<file path="src/rtl/muldiv_pkg.sv">
// Shared types and constants for the iterative multiply/divide unit.
// MULDIV_DIV_EN adds the divide-only fields to the captured op context.
package muldiv_pkg;

    localparam int          MULDIV_ITER = 32;
    localparam logic [31:0] DIV0_QUOT   = 32'hFFFF_FFFF;

    typedef enum logic [1:0] {
        OP_MULTU = 2'b00,
        OP_MULT  = 2'b01,
        OP_DIVU  = 2'b10,
        OP_DIV   = 2'b11
    } op_e;

    typedef enum logic [1:0] {
        ST_IDLE,
        ST_RUN,
        ST_FIX
    } state_e;

    // Sign fix-up decided at launch so the FIX cycle needs no operand signs.
    typedef struct packed {
        logic is_div;
        logic neg_res;
`ifdef MULDIV_DIV_EN
        logic neg_rem;
`endif
    } ctx_t;

    function automatic logic [31:0] abs32(input logic [31:0] v, input logic neg);
        return neg ? (32'd0 - v) : v;
    endfunction

endpackage

</file>
<file path="src/rtl/muldiv_if.sv">
// Request/response bundle between the execute-stage controller and muldiv_unit.
interface muldiv_if;
    logic        start;
    logic [1:0]  op;
    logic [31:0] a;
    logic [31:0] b;
    logic        hi_we;
    logic        lo_we;
    logic [31:0] wdata;
    logic        busy;
    logic        done;
    logic        div0;
    logic [31:0] hi;
    logic [31:0] lo;

    modport master (output start, op, a, b, hi_we, lo_we, wdata,
                    input  busy, done, div0, hi, lo);
    modport slave  (input  start, op, a, b, hi_we, lo_we, wdata,
                    output busy, done, div0, hi, lo);
endinterface

</file>
<file path="src/rtl/muldiv_step.sv">
// One combinational iteration: right-shift-add multiply or restoring divide.
// The divide path exists only with MULDIV_DIV_EN.
module muldiv_step (
    input  logic [63:0] acc,
    input  logic [31:0] opnd,
    input  logic        is_div,
    output logic [63:0] acc_next
);
    // Multiply: acc = {partial product, remaining multiplier bits}.
    logic [32:0] sum;
    assign sum = {1'b0, acc[63:32]} + {1'b0, (acc[0] ? opnd : 32'd0)};

`ifdef MULDIV_DIV_EN
    // Divide: acc = {remainder, dividend bits shifting into quotient bits}.
    logic [32:0] rem_sh;
    logic [31:0] diff;
    logic        fits;
    assign rem_sh = {acc[63:32], acc[31]};
    assign fits   = (rem_sh >= {1'b0, opnd});
    assign diff   = rem_sh[31:0] - opnd;

    always_comb begin
        if (!is_div)   acc_next = {sum, acc[31:1]};
        else if (fits) acc_next = {diff, acc[30:0], 1'b1};
        else           acc_next = {rem_sh[31:0], acc[30:0], 1'b0};
    end
`else
    assign acc_next = is_div ? acc : {sum, acc[31:1]};
`endif

endmodule

</file>
<file path="src/rtl/muldiv_unit.sv">
// Iterative 32-bit MULT/MULTU/DIV/DIVU with architectural HI/LO, 33-cycle latency.
// MULDIV_DIV_EN enables the divide ops; without it divide starts are ignored.
module muldiv_unit
    import muldiv_pkg::*;
(
    input  logic    clk,
    input  logic    reset,
    muldiv_if.slave bus
);
    state_e      state, state_nxt;
    logic [5:0]  count;
    logic [63:0] acc, acc_step, prod_fix;
    logic [31:0] opnd, hi_q, lo_q, hi_res, lo_res;
    logic        done_q, busy, launch, last_iter, op_sgn, op_div;
    ctx_t        ctx;

    assign op_sgn = (bus.op == OP_MULT) || (bus.op == OP_DIV);
    assign op_div = (bus.op == OP_DIVU) || (bus.op == OP_DIV);
`ifdef MULDIV_DIV_EN
    logic [31:0] a_q;
    logic        div0_q;
    assign launch = bus.start;
`else
    assign launch = bus.start && !op_div;
`endif
    assign last_iter = (count == 6'(MULDIV_ITER - 1));

    muldiv_step u_step (
        .acc      (acc),
        .opnd     (opnd),
        .is_div   (ctx.is_div),
        .acc_next (acc_step)
    );

    always_ff @(posedge clk or negedge reset) begin
        if (!reset) state <= ST_IDLE;
        else        state <= state_nxt;
    end

    always_comb begin
        state_nxt = state;
        unique case (state)
            ST_IDLE: if (launch)    state_nxt = ST_RUN;
            ST_RUN:  if (last_iter) state_nxt = ST_FIX;
            ST_FIX:                 state_nxt = ST_IDLE;
            default:                state_nxt = ST_IDLE;
        endcase
    end

    always_comb begin
        busy = (state != ST_IDLE);
    end

    // Final sign correction; divide-by-zero bypasses the iterated result.
    always_comb begin
        prod_fix = ctx.neg_res ? (64'd0 - acc) : acc;
        hi_res   = prod_fix[63:32];
        lo_res   = prod_fix[31:0];
`ifdef MULDIV_DIV_EN
        if (ctx.is_div) begin
            if (opnd == 32'd0) begin
                lo_res = DIV0_QUOT;
                hi_res = a_q;
            end else begin
                lo_res = ctx.neg_res ? (32'd0 - acc[31:0])  : acc[31:0];
                hi_res = ctx.neg_rem ? (32'd0 - acc[63:32]) : acc[63:32];
            end
        end
`endif
    end

    always_ff @(posedge clk or negedge reset) begin
        if (!reset) begin
            count  <= '0;
            acc    <= '0;
            opnd   <= '0;
            ctx    <= '0;
            hi_q   <= '0;
            lo_q   <= '0;
            done_q <= 1'b0;
`ifdef MULDIV_DIV_EN
            a_q    <= '0;
            div0_q <= 1'b0;
`endif
        end else begin
            done_q <= 1'b0;
`ifdef MULDIV_DIV_EN
            div0_q <= 1'b0;
`endif
            unique case (state)
                ST_IDLE: begin
                    if (bus.hi_we) hi_q <= bus.wdata;
                    if (bus.lo_we) lo_q <= bus.wdata;
                    if (launch) begin
                        count       <= '0;
                        ctx.is_div  <= op_div;
                        ctx.neg_res <= op_sgn & (bus.a[31] ^ bus.b[31]);
`ifdef MULDIV_DIV_EN
                        ctx.neg_rem <= op_sgn & bus.a[31];
                        a_q         <= bus.a;
`endif
                        if (op_div) begin
                            acc  <= {32'd0, abs32(bus.a, op_sgn & bus.a[31])};
                            opnd <= abs32(bus.b, op_sgn & bus.b[31]);
                        end else begin
                            acc  <= {32'd0, abs32(bus.b, op_sgn & bus.b[31])};
                            opnd <= abs32(bus.a, op_sgn & bus.a[31]);
                        end
                    end
                end
                ST_RUN: begin
                    acc   <= acc_step;
                    count <= count + 6'd1;
                end
                ST_FIX: begin
                    hi_q   <= hi_res;
                    lo_q   <= lo_res;
                    done_q <= 1'b1;
`ifdef MULDIV_DIV_EN
                    div0_q <= ctx.is_div && (opnd == 32'd0);
`endif
                end
                default: ;
            endcase
        end
    end

    assign bus.busy = busy;
    assign bus.done = done_q;
    assign bus.hi   = hi_q;
    assign bus.lo   = lo_q;
`ifdef MULDIV_DIV_EN
    assign bus.div0 = div0_q;
`else
    assign bus.div0 = 1'b0;
`endif

endmodule
</file>
<file path="src/flat_wrapper.sv">
// flat-port wrapper written by rule: the top's interface ports become plain ports
module muldiv_unit_flat import muldiv_pkg::*;
  (clk, reset, bus_start, bus_op, bus_a, bus_b, bus_hi_we, bus_lo_we, bus_wdata, bus_busy, bus_done, bus_div0, bus_hi, bus_lo);
  muldiv_if bus_i ();
  input  logic clk;
  input  logic reset;
  input wire logic [$bits(bus_i.start)-1:0] bus_start;
  input wire logic [$bits(bus_i.op)-1:0] bus_op;
  input wire logic [$bits(bus_i.a)-1:0] bus_a;
  input wire logic [$bits(bus_i.b)-1:0] bus_b;
  input wire logic [$bits(bus_i.hi_we)-1:0] bus_hi_we;
  input wire logic [$bits(bus_i.lo_we)-1:0] bus_lo_we;
  input wire logic [$bits(bus_i.wdata)-1:0] bus_wdata;
  output wire logic [$bits(bus_i.busy)-1:0] bus_busy;
  output wire logic [$bits(bus_i.done)-1:0] bus_done;
  output wire logic [$bits(bus_i.div0)-1:0] bus_div0;
  output wire logic [$bits(bus_i.hi)-1:0] bus_hi;
  output wire logic [$bits(bus_i.lo)-1:0] bus_lo;
  assign bus_i.start = bus_start;
  assign bus_i.op = bus_op;
  assign bus_i.a = bus_a;
  assign bus_i.b = bus_b;
  assign bus_i.hi_we = bus_hi_we;
  assign bus_i.lo_we = bus_lo_we;
  assign bus_i.wdata = bus_wdata;
  assign bus_busy = bus_i.busy;
  assign bus_done = bus_i.done;
  assign bus_div0 = bus_i.div0;
  assign bus_hi = bus_i.hi;
  assign bus_lo = bus_i.lo;
  muldiv_unit u_core (.clk(clk), .reset(reset), .bus(bus_i));
endmodule
</file>
<file path="config.mk">
export PLATFORM = sky130hd
export DESIGN_NAME = muldiv_unit_flat
export DESIGN_NICKNAME = d
export VERILOG_FILES = /design/src/rtl/muldiv_pkg.sv /design/src/rtl/muldiv_if.sv /design/src/rtl/muldiv_step.sv /design/src/rtl/muldiv_unit.sv /design/src/flat_wrapper.sv
export SDC_FILE = /design/constraint.sdc
export NUM_CORES = 1
export LEC_CHECK = 0
export ABC_CLOCK_PERIOD_IN_PS = 7000
export BUFFER_PORTS_ARGS = -buffer_cell sky130_fd_sc_hd__buf_2
export CORE_MARGIN = 3
export CORE_UTILIZATION = 45
export CTS_CLUSTER_DIAMETER = 120
export DETAILED_ROUTE_END_ITERATION = 12
export SLEW_MARGIN = 5
export SYNTH_ARGS = -nofsm -noshare
export SYNTH_HDL_FRONTEND = slang
export SYNTH_HIERARCHICAL = 1
export SYNTH_SLANG_ARGS = --single-unit
</file>
<file path="constraint.sdc">
create_clock -name clk -period 7 [get_ports clk]
set_input_delay 1.75 -clock clk [delete_from_list [all_inputs] [get_ports clk]]
set_output_delay 1.75 -clock clk [all_outputs]
set_load 0.02 [all_outputs]
</file>
== Word level (Yosys, flattened, before mapping) ==
Cells that the tools add are included.

* Input port bits: 103
* Bits in registers: 171
* Word-level logic and storage cells: 62

* Multiplexer cells: 19
* $add $sub $neg: 5
* Reductions and logical operators: 14
* Equal/unequal tests: 11
* Bitwise logic cells: 4

{| class="wikitable"
|+ Operators with widths
! kind !! count
|-
| two-way mux 32 bit || 7
|-
| two-way mux 64 bit || 3
|-
| case mux 32 bit (2 select lines) || 2
|-
| case mux 64 bit (2 select lines) || 1
|-
| subtractor 1 x 32 -> 32 bit (first input constant) || 2
|-
| subtractor 1 x 64 -> 64 bit (first input constant) || 1
|-
| adder 32 x 32 -> 33 bit || 1
|-
| case mux 6 bit (2 select lines) || 1
|-
| AND reduction 2 bit || 5
|-
| adder 6 x 1 -> 6 bit (second input constant) || 1
|-
| == test 2 bit (second input constant) || 3
|-
| == test 6 x 5 -> 1 bit (second input constant) || 1
|-
| two-way mux 6 bit || 1
|-
| != test 2 bit (second input constant) || 3
|-
| nonzero test 2 bit || 3
|-
| == test 2 x 1 -> 1 bit (second input constant) || 2
|-
| two-way mux 2 bit || 2
|-
| != test 2 x 1 -> 1 bit (second input constant) || 2
|-
| case mux 2 bit (2 select lines) || 1
|-
| AND 1 bit || 3
|-
| AND reduction 3 bit || 1
|-
| zero test 2 bit || 1
|-
| logical OR 1 bit || 2
|-
| logical AND 1 bit || 1
|-
| 3 further kinds || 3
|}

== Depth between registers and ports, before layout ==
* Depth after elaboration: 7
* Gate-level depth with buffers: 13

== Hierarchy ==
The synthesis kept the hierarchy.

{| class="wikitable"
|+ By module, submodules not included
! module !! seq. area each (um2) !! instances !! cells an instance !! area an instance (um2)
|-
| muldiv_unit || 4,279.1 || 1 || 1,155 || 9,932.0
|-
| muldiv_step || 0.0 || 1 || 412 || 2,748.9
|}

== Worst setup path after synthesis ==
OpenSTA, ideal clock, no wires.

* Path type: input port to flip-flop
* Start: input bus_b[11]
* End: register u_core.acc[25]
* Data required time: 6,867 ps
* Path slack: 3,342 ps
* Data arrival time: 3,524 ps
* Buffers on the path: 0
* Stages on the path: 6
* Library setup time: 133 ps
* Path through: nor4_1 nand2_1 nor4_1 a211oi_1 a31oi_1 o21ai_0

* Cells in the longest elaborated chain, start to end: 5

{| class="wikitable"
|+ Ends and longest elaborated chain
! element !! line !! RTL
|-
| start: declaration || flat_wrapper.sv:10 || <nowiki>input wire logic [$bits(bus_i.b)-1:0] bus_b;</nowiki>
|-
| subtractor 1 x 32 -> 32 bit || muldiv_pkg.sv:31 || <nowiki>return neg ? (32'd0 - v) : v;</nowiki>
|-
| two-way mux 32 bit || muldiv_pkg.sv:31 ||
|-
| two-way mux 32 bit || muldiv_unit.sv:102 || <nowiki>if (op_div) begin</nowiki>
|-
| two-way mux 64 bit || muldiv_unit.sv:94 || <nowiki>if (launch) begin</nowiki>
|-
| case mux 64 bit (2 select lines) || muldiv_unit.sv:90 || <nowiki>unique case (state)</nowiki>
|-
| end signal: assignment || muldiv_unit.sv:103 || <nowiki>acc <= {32'd0, abs32(bus.a, op_sgn & bus.a[31])};</nowiki>
|-
| end signal: assignment || muldiv_unit.sv:106 || <nowiki>acc <= {32'd0, abs32(bus.b, op_sgn & bus.b[31])};</nowiki>
|-
| end signal: assignment || muldiv_unit.sv:112 || <nowiki>acc <= acc_step;</nowiki>
|-
| end: declaration || muldiv_unit.sv:12 || <nowiki>logic [63:0] acc, acc_step, prod_fix;</nowiki>
|}

Every way passes these cells. The select of a mux whose other input is x is not followed.
A chain may end at the register's enable or synchronous reset.

== Worst setup path in the final report ==
* Start: input bus_b[9]
* End: register u_core.acc[27]

Same word-level chain as after synthesis.

==> flow_summary.toml <==
[setup_path]
cp-end-kind = "flip-flop"
path_buf_inv = 1
ff2ff_setup_slack_ns = 3.28
slowest_delay_ns = 1.03
crit_arrival_ns = 4.20
cp.required_ns = 7.31
cp-start-kind = "input port"
cp_max_fo = 8
critical_path.slowest_cell = "nor4_1"
r2r_start = "u_core/acc[0]"
path_class = "in -> reg"
reg2reg_to = "u_core/bus.hi[23]"
crit_top_cell = "nor4_1"
reg2regPathDepth = 6
cp_top_family = "simple AND/OR/NAND/NOR gates"
cp_cell_sequence = "buf_2 > nor4_1 > nand2_1 > nor4_1 > a211oi_1 > a31oi_1 > o21ai_0"

[route]
drtIter0Drc = 1282
vias_per_cell = 6.004
detail_route.wl_per_cell_um = 19.71
drc = 0
totalWireLength_mm = 40.37
firstDrtPassIters = 6
ant_nets = 0
num_vias = 12300

[synth]
synth_area_mm2 = 0.01268
synthTopCellsByArea = "dfrtp_1 (34%), o21ai_0 (7.9%), nand2_1 (6.8%)"
synth_edf_count = 0
async_reset_ff_frac = 1.000
synth_top_cell_by_area = "dfrtp_1"
synth_warnings = 6
synth_top_area_share = 0.3374
synth_seq_cells = 171
synth_ff_type = "dfrtp_1"
syn_area_per_cell_um2 = 8.092
yosysUniqueCellTypes = 77
synth_nets = 1707
synth-seq-area-share = 0.3374
netlist_instances = 1567

[global_route]
grt_start_max_net_pins = 87
grt_pass1_vias = 11070
antenna_found_initial = 0
gr-total-overflow = 0
grt.total_usage = 0.2612
grt_pass1_wl_mm = 64.11

[clocking]
cts_sinks = 171
cts_setup_buffers = 0
postCtsResizedCells = 0
cts-root-buf = "clkbuf_16"
cts_tree = "done"
worst_setup_hold_path_clk_slew_ns = 0.08
clockBufferDepth = 2
hold_buffers = 0
insertion_delay_ns = 0.45
cts_inserted_buffers = 17
h-tree-depth = 4

[placement]
routabilityCongestion = 0.8759
portBuffers = 168
dp_hpwl_mm = 29.72

[flow_run]
cap_viol_max_count = 0

[pwr]
ir_drop_mv = 0.1829
total_leakage_power_uw = 0.005939
power_density_mw_per_mm2 = 387.9

[floorplan]
die_height_um = 173.9
start_util = 0.4641
core.rowCount = 60
core-area_mm2 = 0.02733
pin_count = 170
die_area_mm2 = 0.03023
fp.dieW_um = 173.9

[run_status]
status = "finished clean"

[hold_path]
hold_class = "reg -> reg"
min-delay-start = "u_core/opnd[3]"
hold_depth = 2
hold_end = "u_core/opnd[3]"

[finish]
drive_above_1_share = 0.1653
syn_to_final_growth_pct = 12.95
antennaDiodeCount = 0
fin_nets = 1803

[timing]
hold_ws_ns = 0.4801
tns_ns = 0
relSlewSlack = 0.2022
finalHoldViolCount = 0
min_period_over_period = 0.5549
tightest_slew_ns = 1.186
finalSetupViolCount = 0
rsz0062_at_grt = "false"
fin_crit_ns = 3.885
fmax_mhz = 257.4
finalClockSkew_ns = 0.02127
maxSlewViolCount = 0
-- worst min-delay path: stages (launching register included) --
cell,delay (ns)
dfrtp_1,0.35
nand2_1,0.05
o21ai_0,0.06
-- worst max-delay path by stage --
| stage | cells after the start | slack, ns | end | startpoint |
|---|---|---|---|---|
| global route | 7 | 2.70 | u_core/acc[27] | bus_b[9] |
| global placement | 7 | 2.70 | u_core/acc[27] | bus_b[9] |
| CTS | 7 | 3.13 | u_core/acc[25] | bus_b[9] |
| detailed placement | 7 | 2.65 | u_core/acc[25] | bus_b[9] |
| floorplan | 6 | 3.34 | u_core/acc[25] | bus_b[11] |
| finish | 7 | 3.12 | u_core/acc[27] | bus_b[9] |
-- cells in the mapped netlist (all sizes together) (25+ instances only) --
master	n
and2	40
dfrtp	171
xnor2	44
nor3	41
o21ai	208
xor2	78
mux2	37
ha	36
or3	26
nor4	25
nand3	33
nor2	98
a21oi	91
clkbuf	84
nand2	231
-- through the flow --
stage                     total power, µW  setup WS (ns)  area, µm²  utilization  instances
final                                5556          3.115      14320       0.5241       2048
after global routing                 5964          2.696      14320       0.5241       2048
after CTS                            5544          3.126      14320       0.5241       2048
after detailed placement             4536          2.654      13690       0.5011       2016
after global placement               4492          2.701      13690       0.5011       2016
after floorplan                      3660          3.342      12680            -       1567
-- registers in the layout, indices dropped and copies added (netlist names) --
register         cells
u_core/bus.hi       32
u_core/ctx           2
u_core/acc          64
u_core/opnd         32
u_core/bus.done      1
u_core/bus.lo       32
u_core/state         2
u_core/count         6
-- layer usage --
layer  up-vias  global-route usage  share of wire
li1       5912                   -              -
met1      5870              0.4085           0.48
met2       482              0.3775           0.43
met3        33             0.04293          0.074
met4         0             0.05429          0.014
met5         -                   0              0
-- area by class of cell --
type,instances,area [µm²]
Fill cell,2770,13000
Multi-Input combinational cell,1277,7944
Sequential cell,171,4282
Timing Repair Buffer,181,944.7
Tap cell,372,465.4
Clock buffer,17,425.4
Clock inverter,15,205.2
Inverter,15,56.30
-- cells in the final DEF (no fill, tap or decap), types with 37 or more instances in the layout --
cell,count
xnor2_1,44
nor2_1,97
dfrtp_1,169
and2_1,40
xor2_1,78
mux2_2,37
buf_2,167
nand2_1,231
a21oi_1,90
nor3_1,41
o21ai_0,201
-- where the power goes --
group          internal, µW  switching, µW  leakage, µW
clock network           496            499     0.000300
logic                  1040           1540      0.00354
registers              1360            622      0.00210
total                  2900           2660      0.00594
-- kinds of logic (layout without fill, tap and decap cells) --
logic type | after synthesis | after routing | share of synthesized area
muxes | 42 | 42 | 0.03680
AOI/OAI and AO/OA | 482 | 482 | 0.2402
adders and majority gates | 37 | 37 | 0.03710
buffers and inverters | 119 | 228 | 0.03749
xor gates and xnor gates | 122 | 122 | 0.08426
and+or+nand+nor | 593 | 593 | 0.2264
other | 1 | 1 | 0.0002957
DFF | 171 | 171 | 0.3374
(Power assumes the default switching activity.)
